===== src/rtl/tone_mixer.sv =====
// rtl/tone_mixer.sv - time-multiplexed mixer of NUM_CHANNELS signed tone samples
//
// Purpose:
//   Accepts one set of NUM_CHANNELS signed samples per request and latches it.
//   It accumulates one channel per clock at full precision. It then averages
//   (arithmetic shift by log2 of the channel count) or passes the full sum
//   through. In both cases the result is clamped to the output range and
//   registered.
//
// Ports:
//   clk_in       system clock, rising edge
//   rst_in       synchronous active-high reset
//   samples_in   packed signed samples, channel i at [i*SAMPLE_WIDTH +: SAMPLE_WIDTH]
//   enable_in    per-channel enable
//   mode_in      0 = AVERAGE, 1 = SATURATE
//   valid_in     single-cycle mix request
//   busy_out     high while a mix is in flight
//   sample_out   signed mixed sample, held between updates
//   valid_out    one-cycle pulse when sample_out updates
//   clip_out     one-cycle pulse with valid_out when the clamp changed the value
//   overrun_out  one-cycle pulse (cycle after the drop) when valid_in arrived while busy

module tone_mixer #(
  parameter int NUM_CHANNELS = 4,
  parameter int SAMPLE_WIDTH = 16
) (
  input  logic                                 clk_in,
  input  logic                                 rst_in,
  input  logic [NUM_CHANNELS*SAMPLE_WIDTH-1:0] samples_in,
  input  logic [NUM_CHANNELS-1:0]              enable_in,
  input  logic                                 mode_in,
  input  logic                                 valid_in,
  output logic                                 busy_out,
  output logic [SAMPLE_WIDTH-1:0]              sample_out,
  output logic                                 valid_out,
  output logic                                 clip_out,
  output logic                                 overrun_out
);

  localparam int LOG2_CH = $clog2(NUM_CHANNELS);
  localparam int IDX_W   = (LOG2_CH < 1) ? 1 : LOG2_CH;
  // One extra bit above the worst-case sum growth keeps the sum exact.
  localparam int ACC_W   = SAMPLE_WIDTH + LOG2_CH + 1;

  localparam logic [IDX_W-1:0] LAST_IDX = IDX_W'(NUM_CHANNELS - 1);

  // Output range expressed at accumulator width for the clamp comparison.
  localparam logic signed [ACC_W-1:0] MAX_V =
    {{(ACC_W-SAMPLE_WIDTH+1){1'b0}}, {(SAMPLE_WIDTH-1){1'b1}}};
  localparam logic signed [ACC_W-1:0] MIN_V =
    {{(ACC_W-SAMPLE_WIDTH+1){1'b1}}, {(SAMPLE_WIDTH-1){1'b0}}};

  localparam logic [SAMPLE_WIDTH-1:0] OUT_MAX = {1'b0, {(SAMPLE_WIDTH-1){1'b1}}};
  localparam logic [SAMPLE_WIDTH-1:0] OUT_MIN = {1'b1, {(SAMPLE_WIDTH-1){1'b0}}};

  typedef enum logic [1:0] {
    ST_IDLE   = 2'd0,
    ST_ACCUM  = 2'd1,
    ST_OUTPUT = 2'd2
  } state_t;

  state_t                                       state_q, state_d;
  logic [NUM_CHANNELS-1:0][SAMPLE_WIDTH-1:0]    samp_q, samp_d;
  logic [NUM_CHANNELS-1:0]                      en_q, en_d;
  logic                                         mode_q, mode_d;
  logic signed [ACC_W-1:0]                      acc_q, acc_d;
  logic [IDX_W-1:0]                             idx_q, idx_d;
  logic [SAMPLE_WIDTH-1:0]                      sample_q, sample_d;
  logic                                         valid_q, valid_d;
  logic                                         clip_q, clip_d;
  logic                                         overrun_q, overrun_d;

  // Datapath helpers
  logic [SAMPLE_WIDTH-1:0]  cur_sample;
  logic signed [ACC_W-1:0]  cur_ext;
  logic signed [ACC_W-1:0]  scaled;
  logic [SAMPLE_WIDTH-1:0]  clamped;
  logic                     clamp_hit;

  // Current channel, sign-extended to accumulator width.
  always_comb begin
    cur_sample = samp_q[idx_q];
    cur_ext    = {{(ACC_W-SAMPLE_WIDTH){cur_sample[SAMPLE_WIDTH-1]}}, cur_sample};
  end

  // Scaling and clamp. The average is a plain arithmetic shift of the full
  // sum, so it rounds toward negative infinity. A non-power-of-two channel
  // count divides by the next power of two.
  always_comb begin
    scaled    = mode_q ? acc_q : (acc_q >>> LOG2_CH);
    clamped   = scaled[SAMPLE_WIDTH-1:0];
    clamp_hit = 1'b0;
    if (scaled > MAX_V) begin
      clamped   = OUT_MAX;
      clamp_hit = 1'b1;
    end else if (scaled < MIN_V) begin
      clamped   = OUT_MIN;
      clamp_hit = 1'b1;
    end
  end

  // Next-state and datapath control
  always_comb begin
    state_d   = state_q;
    samp_d    = samp_q;
    en_d      = en_q;
    mode_d    = mode_q;
    acc_d     = acc_q;
    idx_d     = idx_q;
    sample_d  = sample_q;
    valid_d   = 1'b0;
    clip_d    = 1'b0;
    // A request that arrives mid-mix is dropped and reported.
    overrun_d = valid_in && (state_q != ST_IDLE);

    case (state_q)
      ST_IDLE: begin
        if (valid_in) begin
          samp_d  = samples_in;
          en_d    = enable_in;
          mode_d  = mode_in;
          acc_d   = '0;
          idx_d   = '0;
          state_d = ST_ACCUM;
        end
      end

      ST_ACCUM: begin
        if (en_q[idx_q]) begin
          acc_d = acc_q + cur_ext;
        end
        idx_d = idx_q + IDX_W'(1);
        if (idx_q == LAST_IDX) begin
          state_d = ST_OUTPUT;
        end
      end

      ST_OUTPUT: begin
        sample_d = clamped;
        valid_d  = 1'b1;
        clip_d   = clamp_hit;
        state_d  = ST_IDLE;
      end

      default: begin
        state_d = ST_IDLE;
      end
    endcase
  end

  always_ff @(posedge clk_in) begin
    if (rst_in) begin
      state_q   <= ST_IDLE;
      samp_q    <= '0;
      en_q      <= '0;
      mode_q    <= 1'b0;
      acc_q     <= '0;
      idx_q     <= '0;
      sample_q  <= '0;
      valid_q   <= 1'b0;
      clip_q    <= 1'b0;
      overrun_q <= 1'b0;
    end else begin
      state_q   <= state_d;
      samp_q    <= samp_d;
      en_q      <= en_d;
      mode_q    <= mode_d;
      acc_q     <= acc_d;
      idx_q     <= idx_d;
      sample_q  <= sample_d;
      valid_q   <= valid_d;
      clip_q    <= clip_d;
      overrun_q <= overrun_d;
    end
  end

  assign busy_out    = (state_q != ST_IDLE);
  assign sample_out  = sample_q;
  assign valid_out   = valid_q;
  assign clip_out    = clip_q;
  assign overrun_out = overrun_q;

endmodule


===== config.mk =====
export PLATFORM = sky130hd
export DESIGN_NAME = tone_mixer
export DESIGN_NICKNAME = d
export VERILOG_FILES = /design/src/rtl/tone_mixer.sv
export SDC_FILE = /design/constraint.sdc
export NUM_CORES = 1
export LEC_CHECK = 0
export CORE_ASPECT_RATIO = 1.4
export CORE_UTILIZATION = 50
export DETAILED_ROUTE_END_ITERATION = 10
export DONT_BUFFER_PORTS = 1
export HOLD_SLACK_MARGIN = 0.1
export PLACE_DENSITY = 0.73
export SKIP_LAST_GASP = 1
export SYNTH_ARGS = -nofsm -noshare
export SYNTH_HDL_FRONTEND = slang
export SYNTH_SLANG_ARGS = --single-unit

===== constraint.sdc =====
create_clock -name clk_in -period 4.6 [get_ports clk_in]
set_clock_uncertainty 0.2 [all_clocks]
set_input_delay 0.46 -clock clk_in [delete_from_list [all_inputs] [get_ports clk_in]]
set_output_delay 0.46 -clock clk_in [all_outputs]
set_load 0.01 [all_outputs]

==> run_results.csv <==
group,metric,value,unit
placed_design,hpwl,7960,um
critical_path,critical_path.n_buffers_inverters,1,
timing,rsz0062_at_grt,"no",
power,p_leak,0.00250,uW
placed_design,numPortBuffers,0,
synthesis,post_synth_inst_count,616,
finish,final_layout_size_suffix_gt1_frac,0.100,
critical_path,ff2ff_setup_slack,0.80,ns
critical_path,r2r-start,"idx_q[0]$_SDFFE_PP0P_",
detailed_routing,met2_length,6130,um
critical_path,critPathCaptureType,"register",
detailed_routing,first_pass_iters,4,
synthesis,netlist_area,5280,um2
timing,setup-violations-final,0,
detailed_routing,met1_length,5180,um
grt,total_track_usage,0.231,
grt,grt_start_max_net_pins,102,
synthesis,netlist-cell-type-count,51,
cts,cts_max_level,3,
detailed_routing,finalWirelength,12100,um
synthesis,synth-warning-count,0,
synthesis,synth_seq_cells,111,
die,die_h,124,um
timing,post-route-period-util,0.826,
min_path,hold_path.startpoint,"samples_in[8]",
timing,hold_ws,0.108,ns
critical_path,critPathMaxFanout,12,
grt,globalRoute.totalOverflow,0,
critical_path,crit_path_max_incr_delay,0.71,ns
cts,post_cts_resize_count,0,
critical_path,worst-setup-path-type,"reg -> reg",
timing,final_max_slew_viol_count,0,
finish,n_antenna_cell,0,
placed_design,gp_congestion,0.869,
grt,first_global_vias,4246,
synthesis,synth.top_cells.by_area,"sky130_fd_sc_hd__dfxtp_1 42%, sky130_fd_sc_hd__nand2_1 11%, sky130_fd_sc_hd__a21oi_1 10%, sky130_fd_sc_hd__mux4_2 6.8%, sky130_fd_sc_hd__ha_1 4.5%",
run_status,outcome,"finished, final reports clean",
detailed_routing,drt_iter0_drc,244,
timing,achievable-frequency,0.263,GHz
die,design.core.area,10300,um2
power,power.ir.vdd_worst,0.193,mV
timing,worst_slew_pin_slew,0.916,ns
die,start_util,0.510,
detailed_routing,met3_wirelength,517,um
cts,numClockSinks,111,
synthesis,ys_async_sr_fraction,0,
power,finalPower,2110,uW
synthesis,syn_avg_cell_area,8.57,um2
die,die-width,88.9,um
detailed_routing,num_vias,4512,
detailed_routing,routedWlPerCell,15.0,um
detailed_routing,drtAntennaViolNets,0,
placed_design,place_inst,720,
critical_path,worstSetupStartpointType,"register",
cts,cts_tree,"done",
grt,grt_antenna_before_repair,0,
finish,syn_to_final_growth,20.8,%
timing,finalWorstPathRequiredPeriod,3.80,ns
critical_path,crit_path_cell_trace,"buf_4 -> mux4_2 -> ha_1 -> a21o_1 -> a211oi_2 -> o21bai_1 -> a221oi_2 -> nor2b_1 -> or3_1 -> a32o_1",
cts,clock_pin_slew_reported_for_the_worst_setup_and_hold_paths_after_clock_tree_synthesis,0.07,ns
critical_path,critPathRequiredTime,4.64,ns
cts,clk_root_buffer_cell,"sky130_fd_sc_hd__clkbuf_16",
synthesis,total_nets_after_synthesis,708,
finish,layout_fillers,883,
detailed_routing,highest-signal-layer,"met4",
detailed_routing,drc_errors,0,
timing,timing.slew.headroom,0.385,
cts,worstSkewPairLatency,0.35,ns
critical_path,critPathTopFamily,"compound AO/OA/AOI/OAI gates",
synthesis,yosysTopAreaCellShare,0.421,
power,power.density,331,nW/um2
run,drv.max_cap_violation_count,0,
finish,number_of_cells_in_the_finished_layout_apart_from_fillers,806,
die,num_rows,44,
min_path,hold_path_class,"in -> reg",
synthesis,synthFlopType,"sky130_fd_sc_hd__dfxtp_1",
cts,cts.path.max_buffers,2,
critical_path,worst_setup_path_startpoint,"idx_q[0]$_SDFFE_PP0P_",
finish,final_stage_net_count,755,
synthesis,count_of_flip_flops_with_a_built_in_enable_after_synthesis,0,
synthesis,synth_area_leader,"sky130_fd_sc_hd__dfxtp_1",
die,floorplan.die_area,11000,um2
synthesis,synth-seq-area-share,0.421,
grt,grt_pass1_wl,19500,um
critical_path,crit_path_top_delay_cell,"sky130_fd_sc_hd__dfxtp_1",
detailed_routing,post_drt_via_cell_ratio,5.60,
die,io-pin-count,92,
timing,fin_setup_tns,0,ns
critical_path,crit_arrival,3.84,ns
cts,cts-buffers-inserted,9,
timing,report.final.hold_viol_count,0,
[cell families after synthesis]
family,after synthesis,share of synthesized area
AOI/OAI and AO/OA,159,0.180
buffers and inverters,44,0.0334
and+or+nand+nor,233,0.186
muxes,34,0.106
DFF,111,0.421
xor gates and xnor gates,15,0.0249
adders and majority gates,20,0.0488
[layout by cell type, fill, tap and decap left out, types with 5 or more instances in the layout]
cell type                         n
sky130_fd_sc_hd__nand2_1        156
sky130_fd_sc_hd__a21oi_1        106
sky130_fd_sc_hd__dlygate4sd3_1   69
sky130_fd_sc_hd__xor2_1           8
sky130_fd_sc_hd__dfxtp_1        111
sky130_fd_sc_hd__ha_1            19
sky130_fd_sc_hd__nor2_1          26
sky130_fd_sc_hd__nor3_1          18
sky130_fd_sc_hd__mux4_2          16
sky130_fd_sc_hd__o21ai_0          7
sky130_fd_sc_hd__xnor2_1          7
sky130_fd_sc_hd__mux2_2          16
sky130_fd_sc_hd__buf_4            5
sky130_fd_sc_hd__a22o_1           8
sky130_fd_sc_hd__inv_1            5
sky130_fd_sc_hd__nand3_1         11
sky130_fd_sc_hd__o21ai_1          5
sky130_fd_sc_hd__clkbuf_16        9
[metrics by stage]
step                      worst slack (ns)  instance area, um2  utilization
after floorplan                       1.20                5280            -
after global placement               0.915                5340        0.516
after detailed placement             0.837                5340        0.516
after CTS                            0.815                6380        0.616
after global routing                 0.551                6380        0.616
final                                0.802                6380        0.616
[area by class of cell]
cell class / instances / area, um2 / share of cell area
Inverter: 5 / 18.8 / 0.00294
Sequential cell: 111 / 2220 / 0.348
Multi-Input combinational cell: 461 / 2890 / 0.453
Tap cell: 138 / 173 / 0.0271
Clock buffer: 11 / 243 / 0.0381
Timing Repair Buffer: 75 / 756 / 0.119
Clock inverter: 5 / 78.8 / 0.0124
[worst reg2reg max path, stage by stage, from the launching register on]
cell	delay, ns
sky130_fd_sc_hd__dfxtp_1	0.71
sky130_fd_sc_hd__buf_4	0.34
sky130_fd_sc_hd__mux4_2	0.52
sky130_fd_sc_hd__ha_1	0.38
sky130_fd_sc_hd__a21o_1	0.25
sky130_fd_sc_hd__a211oi_2	0.22
sky130_fd_sc_hd__o21bai_1	0.10
sky130_fd_sc_hd__a221oi_2	0.28
sky130_fd_sc_hd__nor2b_1	0.11
sky130_fd_sc_hd__or3_1	0.32
sky130_fd_sc_hd__a32o_1	0.25
[worst paths after layout]
| kind | end | depth (start not counted) |
|---|---|---|
| worst max-delay path | acc_q[13]$_SDFFE_PP0P_ | 10 |
| worst min-delay path | samp_q[8]$_SDFFE_PP0P_ | 2 |
| worst max register to register | acc_q[13]$_SDFFE_PP0P_ | 10 |
| worst min register to register | samp_q[6]$_SDFFE_PP0P_ | 2 |
[timing repair]
item	CTS	global route
setup buffers	0	0
hold buffers	70	0
hold endpoints to repair	101	0
[per-layer routing]
layer,vias up,track usage
met5,-,0
met4,0,0.128
met3,23,0.0298
met2,124,0.391
met1,2122,0.281
li1,2243,-
[sequential cells by signal, indices dropped and copies added (netlist names)]
signal,flops
acc_q,19
clip_out,1
en_q,4
idx_q,2
mode_q,1
overrun_out,1
samp_q,64
sample_out,16
state_q,2
valid_out,1
[power breakdown]
group / internal (uW) / leakage (uW) / switching (uW) / total [uW]
clock network: 492 / 0.000160 / 344 / 837
logic: 116 / 0.00143 / 125 / 241
registers: 1000 / 0.000906 / 30.4 / 1030
[synthesized netlist by cell type, types with 4 or more instances]
master,number
sky130_fd_sc_hd__a22o_1,8
sky130_fd_sc_hd__mux4_2,16
sky130_fd_sc_hd__xnor2_1,7
sky130_fd_sc_hd__nor3_1,18
sky130_fd_sc_hd__clkbuf_1,30
sky130_fd_sc_hd__ha_1,19
sky130_fd_sc_hd__o21ai_0,7
sky130_fd_sc_hd__o21bai_1,4
sky130_fd_sc_hd__inv_1,5
sky130_fd_sc_hd__xor2_1,8
sky130_fd_sc_hd__nor2b_1,4
sky130_fd_sc_hd__a21oi_1,106
sky130_fd_sc_hd__buf_2,6
sky130_fd_sc_hd__o21ai_1,5
sky130_fd_sc_hd__nand3_1,11
sky130_fd_sc_hd__a21o_1,4
sky130_fd_sc_hd__dfxtp_1,111
sky130_fd_sc_hd__nor2_1,26
sky130_fd_sc_hd__mux2_2,16
sky130_fd_sc_hd__nand2_1,157
Power figures use the tool's default switching activity.
